### src/rtl/uart_pkg.sv
// Shared definitions for the UART receive path: receiver state encodings and
// the oversample divisor calculation.
package uart_pkg;

  localparam int OVERSAMPLE = 16;

  typedef enum logic [1:0] {
    RX_IDLE  = 2'd0,
    RX_START = 2'd1,
    RX_DATA  = 2'd2,
    RX_STOP  = 2'd3
  } rx_state_e;

  function automatic int calc_dvsr(input int clk_freq, input int baud);
    return clk_freq / (OVERSAMPLE * baud);
  endfunction

endpackage

### src/rtl/uart_rx_buffer_baud_tick_gen.sv
// Free-running divider producing a one-cycle tick at 16x the line rate.
module baud_tick_gen
  import uart_pkg::*;
#(
  parameter int CLK_FREQ = 50_000_000,
  parameter int BAUD     = 19_200
) (
  input  logic i_clock,
  input  logic i_reset,
  output logic o_tick
);

  localparam int DVSR  = calc_dvsr(CLK_FREQ, BAUD);
  localparam int CNT_W = (DVSR > 1) ? $clog2(DVSR) : 1;
  localparam logic [CNT_W-1:0] CNT_LAST = CNT_W'(DVSR - 1);

  logic [CNT_W-1:0] r_cnt;

  // NOTE: sequential state uses <= so every flop samples pre-edge values.
  always_ff @(posedge i_clock or negedge i_reset) begin
    if (!i_reset)               r_cnt <= '0;
    else if (r_cnt == CNT_LAST) r_cnt <= '0;
    else                        r_cnt <= r_cnt + 1'b1;
  end

  assign o_tick = (r_cnt == CNT_LAST);

endmodule

### src/rtl/uart_rx_buffer.sv
// 16x-oversampled 8N1 receiver with a first-word-fall-through byte FIFO.
module uart_rx_buffer
  import uart_pkg::*;
#(
  parameter int DBIT     = 8,
  parameter int SB_TICK  = 16,
  parameter int CLK_FREQ = 50_000_000,
  parameter int BAUD     = 19_200,
  parameter int FIFO_W   = 4
) (
  input  logic            i_clock,
  input  logic            i_reset,
  input  logic            i_rx,
  input  logic            i_rd,
  output logic [DBIT-1:0] o_data,
  output logic            o_fifo_empty,
  output logic            o_fifo_full,
  output logic            o_frame_err,
  output logic            o_overrun
);

  localparam int DEPTH = 2 ** FIFO_W;
  localparam int S_W   = $clog2((SB_TICK > OVERSAMPLE) ? SB_TICK : OVERSAMPLE);
  localparam int N_W   = (DBIT > 1) ? $clog2(DBIT) : 1;
  localparam logic [S_W-1:0]    S_HALF      = S_W'(OVERSAMPLE / 2 - 1);
  localparam logic [S_W-1:0]    S_BIT_LAST  = S_W'(OVERSAMPLE - 1);
  localparam logic [S_W-1:0]    S_STOP_LAST = S_W'(SB_TICK - 1);
  localparam logic [N_W-1:0]    N_LAST      = N_W'(DBIT - 1);
  localparam logic [FIFO_W:0]   FULL_COUNT  = (FIFO_W + 1)'(DEPTH);

  logic            w_tick;
  logic [1:0]      r_sync;
  logic            w_rx_s;
  rx_state_e       r_state, w_state_nxt;
  logic [S_W-1:0]  r_s, w_s_nxt;
  logic [N_W-1:0]  r_n, w_n_nxt;
  logic [DBIT-1:0] r_shreg, w_shreg_nxt;
  logic            w_push, w_frame_err;

  baud_tick_gen #(
    .CLK_FREQ (CLK_FREQ),
    .BAUD     (BAUD)
  ) u_tick (
    .i_clock (i_clock),
    .i_reset (i_reset),
    .o_tick  (w_tick)
  );

  // Preset high so reset release never looks like a start edge.
  always_ff @(posedge i_clock or negedge i_reset) begin
    if (!i_reset) r_sync <= 2'b11;
    else          r_sync <= {r_sync[0], i_rx};
  end
  assign w_rx_s = r_sync[1];

  always_ff @(posedge i_clock or negedge i_reset) begin
    if (!i_reset) begin
      r_state <= RX_IDLE;
      r_s     <= '0;
      r_n     <= '0;
      r_shreg <= '0;
    end else begin
      r_state <= w_state_nxt;
      r_s     <= w_s_nxt;
      r_n     <= w_n_nxt;
      r_shreg <= w_shreg_nxt;
    end
  end

  // NOTE: every output of this block gets a default first, so no path infers a latch.
  always_comb begin
    w_state_nxt = r_state;
    w_s_nxt     = r_s;
    w_n_nxt     = r_n;
    w_shreg_nxt = r_shreg;
    w_push      = 1'b0;
    w_frame_err = 1'b0;
    unique case (r_state)
      RX_IDLE: begin
        if (!w_rx_s) begin
          w_state_nxt = RX_START;
          w_s_nxt     = '0;
        end
      end
      RX_START: begin
        if (w_tick) begin
          if (r_s == S_HALF) begin
            w_s_nxt = '0;
            w_n_nxt = '0;
            w_state_nxt = w_rx_s ? RX_IDLE : RX_DATA;
          end else begin
            w_s_nxt = r_s + 1'b1;
          end
        end
      end
      RX_DATA: begin
        if (w_tick) begin
          if (r_s == S_BIT_LAST) begin
            w_shreg_nxt = {w_rx_s, r_shreg[DBIT-1:1]};
            w_s_nxt     = '0;
            if (r_n == N_LAST) w_state_nxt = RX_STOP;
            else               w_n_nxt     = r_n + 1'b1;
          end else begin
            w_s_nxt = r_s + 1'b1;
          end
        end
      end
      RX_STOP: begin
        if (w_tick) begin
          if (r_s == S_STOP_LAST) begin
            w_state_nxt = RX_IDLE;
            w_push      = w_rx_s;
            w_frame_err = ~w_rx_s;
          end else begin
            w_s_nxt = r_s + 1'b1;
          end
        end
      end
      default: w_state_nxt = RX_IDLE;
    endcase
  end

  logic [DBIT-1:0]   r_mem [DEPTH];
  logic [FIFO_W-1:0] r_wr_ptr, r_rd_ptr;
  logic [FIFO_W:0]   r_count, w_count_nxt;
  logic              r_empty, r_full, r_frame_err, r_overrun;
  logic              w_pop, w_wr_en;

  // A full FIFO still accepts a byte when the same cycle pops one.
  assign w_pop   = i_rd & ~r_empty;
  assign w_wr_en = w_push & (~r_full | w_pop);

  always_comb begin
    w_count_nxt = r_count;
    if (w_wr_en && !w_pop)      w_count_nxt = r_count + 1'b1;
    else if (!w_wr_en && w_pop) w_count_nxt = r_count - 1'b1;
  end

  always_ff @(posedge i_clock or negedge i_reset) begin
    if (!i_reset) begin
      r_wr_ptr    <= '0;
      r_rd_ptr    <= '0;
      r_count     <= '0;
      r_empty     <= 1'b1;
      r_full      <= 1'b0;
      r_frame_err <= 1'b0;
      r_overrun   <= 1'b0;
    end else begin
      if (w_wr_en) r_wr_ptr <= r_wr_ptr + 1'b1;
      if (w_pop)   r_rd_ptr <= r_rd_ptr + 1'b1;
      r_count     <= w_count_nxt;
      r_empty     <= (w_count_nxt == '0);
      r_full      <= (w_count_nxt == FULL_COUNT);
      r_frame_err <= w_frame_err;
      r_overrun   <= w_push & r_full & ~w_pop;
    end
  end

  // NOTE: the storage array has no reset; o_data is gated while empty so stale contents never show.
  always_ff @(posedge i_clock) begin
    if (w_wr_en) r_mem[r_wr_ptr] <= r_shreg;
  end

  assign o_data       = r_empty ? '0 : r_mem[r_rd_ptr];
  assign o_fifo_empty = r_empty;
  assign o_fifo_full  = r_full;
  assign o_frame_err  = r_frame_err;
  assign o_overrun    = r_overrun;

endmodule

### config.mk
export PLATFORM = sky130hd
export DESIGN_NAME = uart_rx_buffer
export DESIGN_NICKNAME = d
export VERILOG_FILES = /design/src/rtl/uart_pkg.sv /design/src/rtl/uart_rx_buffer_baud_tick_gen.sv /design/src/rtl/uart_rx_buffer.sv
export SDC_FILE = /design/constraint.sdc
export NUM_CORES = 1
export LEC_CHECK = 0
export BUFFER_PORTS_ARGS = -buffer_cell sky130_fd_sc_hd__buf_4
export CORE_ASPECT_RATIO = 0.5
export CORE_MARGIN = 2
export CORE_UTILIZATION = 45
export DETAILED_ROUTE_END_ITERATION = 12
export GPL_ROUTABILITY_DRIVEN = 0
export GPL_TIMING_DRIVEN = 0
export PLACE_DENSITY = 0.64
export SYNTH_ARGS = -nofsm -noshare
export SYNTH_HDL_FRONTEND = slang
export SYNTH_HIERARCHICAL = 1
export SYNTH_SLANG_ARGS = --single-unit
### constraint.sdc
create_clock -name i_clock -period 4.8 [get_ports i_clock]
set_input_delay 0.96 -clock i_clock [delete_from_list [all_inputs] [get_ports i_clock]]
set_output_delay 0.96 -clock i_clock [all_outputs]
set_load 0.01 [all_outputs]
==> results by group <==
Layout
  – Area delta synth->final: 13.5%
  – Design Area, Final: between 8000 and 9000 sq um
  – Final net count: approximately 480
  – ANT cells: 0
  – Ratio of cells with drive above 1 in the final layout: 0.229

Place
  – DP Worst Slack: 1.49 ns
  – Detailed placement HPWL: 8.61 mm
  – # port buffers: 15
  – Placed inst area: 7520 sq um

Routing
  – Avg Vias per Cell: 5.54
  – First-iteration detailed-routing DRC count: 279
  – Pre-Repair DR Iteration Count: 4
  – WL per Instance: 19.9 um
  – Remaining DRCs: 0
  – Final wirelength: roughly 13 mm
  – Post-DRT Antenna Nets: 0
  – Vias: 3,760

Logic synthesis
  – Ys async rst share: 0.256
  – Yosys reg bits: 172
  – Post-synth top flop: edfxtp_1
  – Synth top area share: 0.537
  – Post-synth top cells: edfxtp_1 (128), dfrtp_1 (41), mux4_2 (32)
  – Seq/Total Area, Yosys: 0.692
  – Most common cell in the netlist: edfxtp_1
  – Number of synthesized flops with an enable pin: 128
  – Post-Syn Area per Cell: 16.7 sq um
  – Cells after Synth: between 400 and 500
  – Mapped Nets: 444
  – Synth Cell Area: 7150 sq um
  – Area leader, netlist: edfxtp_1
  – Leading post-synthesis cells by cell area: edfxtp_1 (54%), dfrtp_1 (14%), mux4_2 (10%)
  – Yosys warnings: 6
  – Netlist cell types: 53

Floorplanning
  – Num rows: 32
  – Die Span Y: between 90 and 100 um
  – Full die area: ~17,000 sq um
  – Die Width: 182 um
  – Area of the core: between 15,000 and 20,000 sq um
  – Boundary pin count: 16
  – Starting density of the core: 0.463

Power
  – Leakage: about 3.2 nW
  – Total chip power: 3.58 mW
  – Worst VDD drop: between 0.0002 and 0.00025 V
  – Pwr dens: 441 nW/um^2

Clock tree
  – Setup bufs post-CTS: 0
  – Insertion delay to the later sink of the worst-skew pair: ~0.43 ns
  – Max clock buf depth: 2
  – Hold-fix buffers, CTS: 0
  – CTS tree: yes
  – Clk sink count: 172
  – CTS HTree Levels: 4
  – PostCTS Resize Cnt: 0
  – Clock buffer count from CTS: 17
  – Worst-path clk slew: 0.07 ns
  – CTS root buffer: clkbuf_16

Timing
  – RSZ-0062 raised after global routing: no
  – Peak Freq: 273 MHz
  – Period minus WS final: 3.66 ns
  – Final worst-path cycle share: 0.763
  – Max Slew Vio Count: 0
  – Final Hold Fails: 0
  – Slew margin rel.: 0.496
  – Setup TNS: 0 ns
  – Clock Skew: 0.0167 ns
  – # setup viols final: 0
  – Worst-Margin Slew: 0.753 ns
  – Final WS setup: 1.14 ns

Setup path
  – CP max stage delay: around 0.60 ns
  – WP buf/inv: 3
  – Arrival time worst endpoint: approximately 2.7 ns
  – Crit Path Class: reg2out
  – Critical path depth: 6
  – Most common cell on crit path: clkbuf_1
  – Worst-path maximum fanout: 10
  – Endpoint class of the critical path: output port
  – Worst setup SP type: register
  – Cell breakdown of the critical path: clkbuf_1 > clkbuf_1 > mux4_2 > a22oi_1 > a21oi_1 > buf_4
  – Top delay family on crit path: buffers and inverters
  – Reg2Reg Depth: 7
  – Slowest CP cell: clkbuf_1
  – Worst Path Required: 3.84 ns

Global routing
  – First-pass GRT wire length: roughly 21 mm
  – Total grt overflow: 0
  – Number of global-route vias before repair: 3,660
  – Largest net degree at the start of global routing: 45
  – Initial antenna violation count: 0
  – GRT Overall Usage: 0.172

Flow run
  – Max cap viols: 0

Outcome
  – Outcome: completed

Worst hold path
  – Min-Delay Path Class: reg2reg
  – Hold Path Cell Cnt: 0
-- flip-flops by register name, indices dropped and copies added (netlist names), named ones only --
name / cells
r_state: 1
r_rd_ptr: 4
r_n: 3
r_sync: 2
r_shreg: 8
u_tick/r_cnt: 8
o_fifo_full: 1
r_mem: 128
r_s: 4
r_count: 5
o_fifo_empty: 1
r_wr_ptr: 4
o_frame_err: 1
o_overrun: 1
-- worst paths after layout --
check / from / endpoint / slack, ns
setup reg to reg: u_tick/r_cnt[2] / r_mem[3][7] / 1.48
setup / recovery: r_rd_ptr[1] / o_data[5] / 1.14
hold / removal: r_sync[0] / r_sync[1] / 0.36
min in group asynchronous: i_reset / u_tick/r_cnt[1] / 0.52
hold reg to reg: r_sync[0] / r_sync[1] / 0.36
max in group asynchronous: i_reset / r_wr_ptr[3] / 3.90
-- per-layer routing --
layer / up-vias / share of wire / GRT usage
met5: - / 0 / 0
met4: 0 / 0.011 / 0.0679
met3: 13 / 0.053 / 0.0319
met2: 79 / 0.47 / 0.270
met1: 1939 / 0.47 / 0.241
li1: 1729 / - / -
-- kinds of logic after synthesis --
kind of cell | after synthesis | share of synthesized area
mux | 45 | 0.120
xor+xnor | 17 | 0.0208
flops | 172 | 0.692
fa+ha+maj | 12 | 0.0210
buf+inv | 34 | 0.0206
compound gates | 50 | 0.0464
simple gates | 98 | 0.0791
-- through the flow --
step,instances,hold slack [ns],utilization
detailed placement,647,0.351,0.487
CTS,679,0.362,0.525
floorplan,428,0.345,-
finish,679,0.359,0.525
global placement,647,0.355,0.487
global route,679,0.365,0.525
-- area by class of cell --
| type | count | area, sq um |
|---|---|---|
| fillers | 1248 | 7330 |
| flip-flops and latches | 172 | 4950 |
| multi-input cells | 222 | 2060 |
| clock buffers | 17 | 425 |
| well taps | 204 | 255 |
| clock inverters | 15 | 174 |
| repair buffers | 15 | 113 |
| plain buffers | 19 | 91.3 |
| inverters | 15 | 56.3 |
-- power by group --
| part | internal [mW] | switching (mW) | total, mW |
|---|---|---|---|
| combinational | 0.207 | 0.320 | 0.527 |
| sequential | 1.63 | 0.0531 | 1.68 |
| clock | 0.710 | 0.661 | 1.37 |
-- layout by cell type, fill, tap and decap left out, types with 3 or more instances in the layout --
| master | n |
|---|---|
| a21oi_1 | 13 |
| a22oi_1 | 16 |
| and2_1 | 14 |
| buf_1 | 4 |
| buf_2 | 7 |
| buf_4 | 15 |
| clkbuf_1 | 6 |
| clkbuf_16 | 17 |
| dfrtp_1 | 41 |
| dfstp_2 | 3 |
| edfxtp_1 | 128 |
| ha_1 | 12 |
| inv_1 | 15 |
| inv_6 | 4 |
| inv_8 | 5 |
| mux2_2 | 8 |
| mux2i_1 | 5 |
| mux4_2 | 32 |
| nand2_1 | 24 |
| nand2b_1 | 3 |
| nand3_1 | 9 |
| nor2_1 | 17 |
| nor2b_1 | 6 |
| nor3_1 | 4 |
| o21ai_0 | 9 |
| xnor2_1 | 16 |
Power figures use the tool's default switching activity.
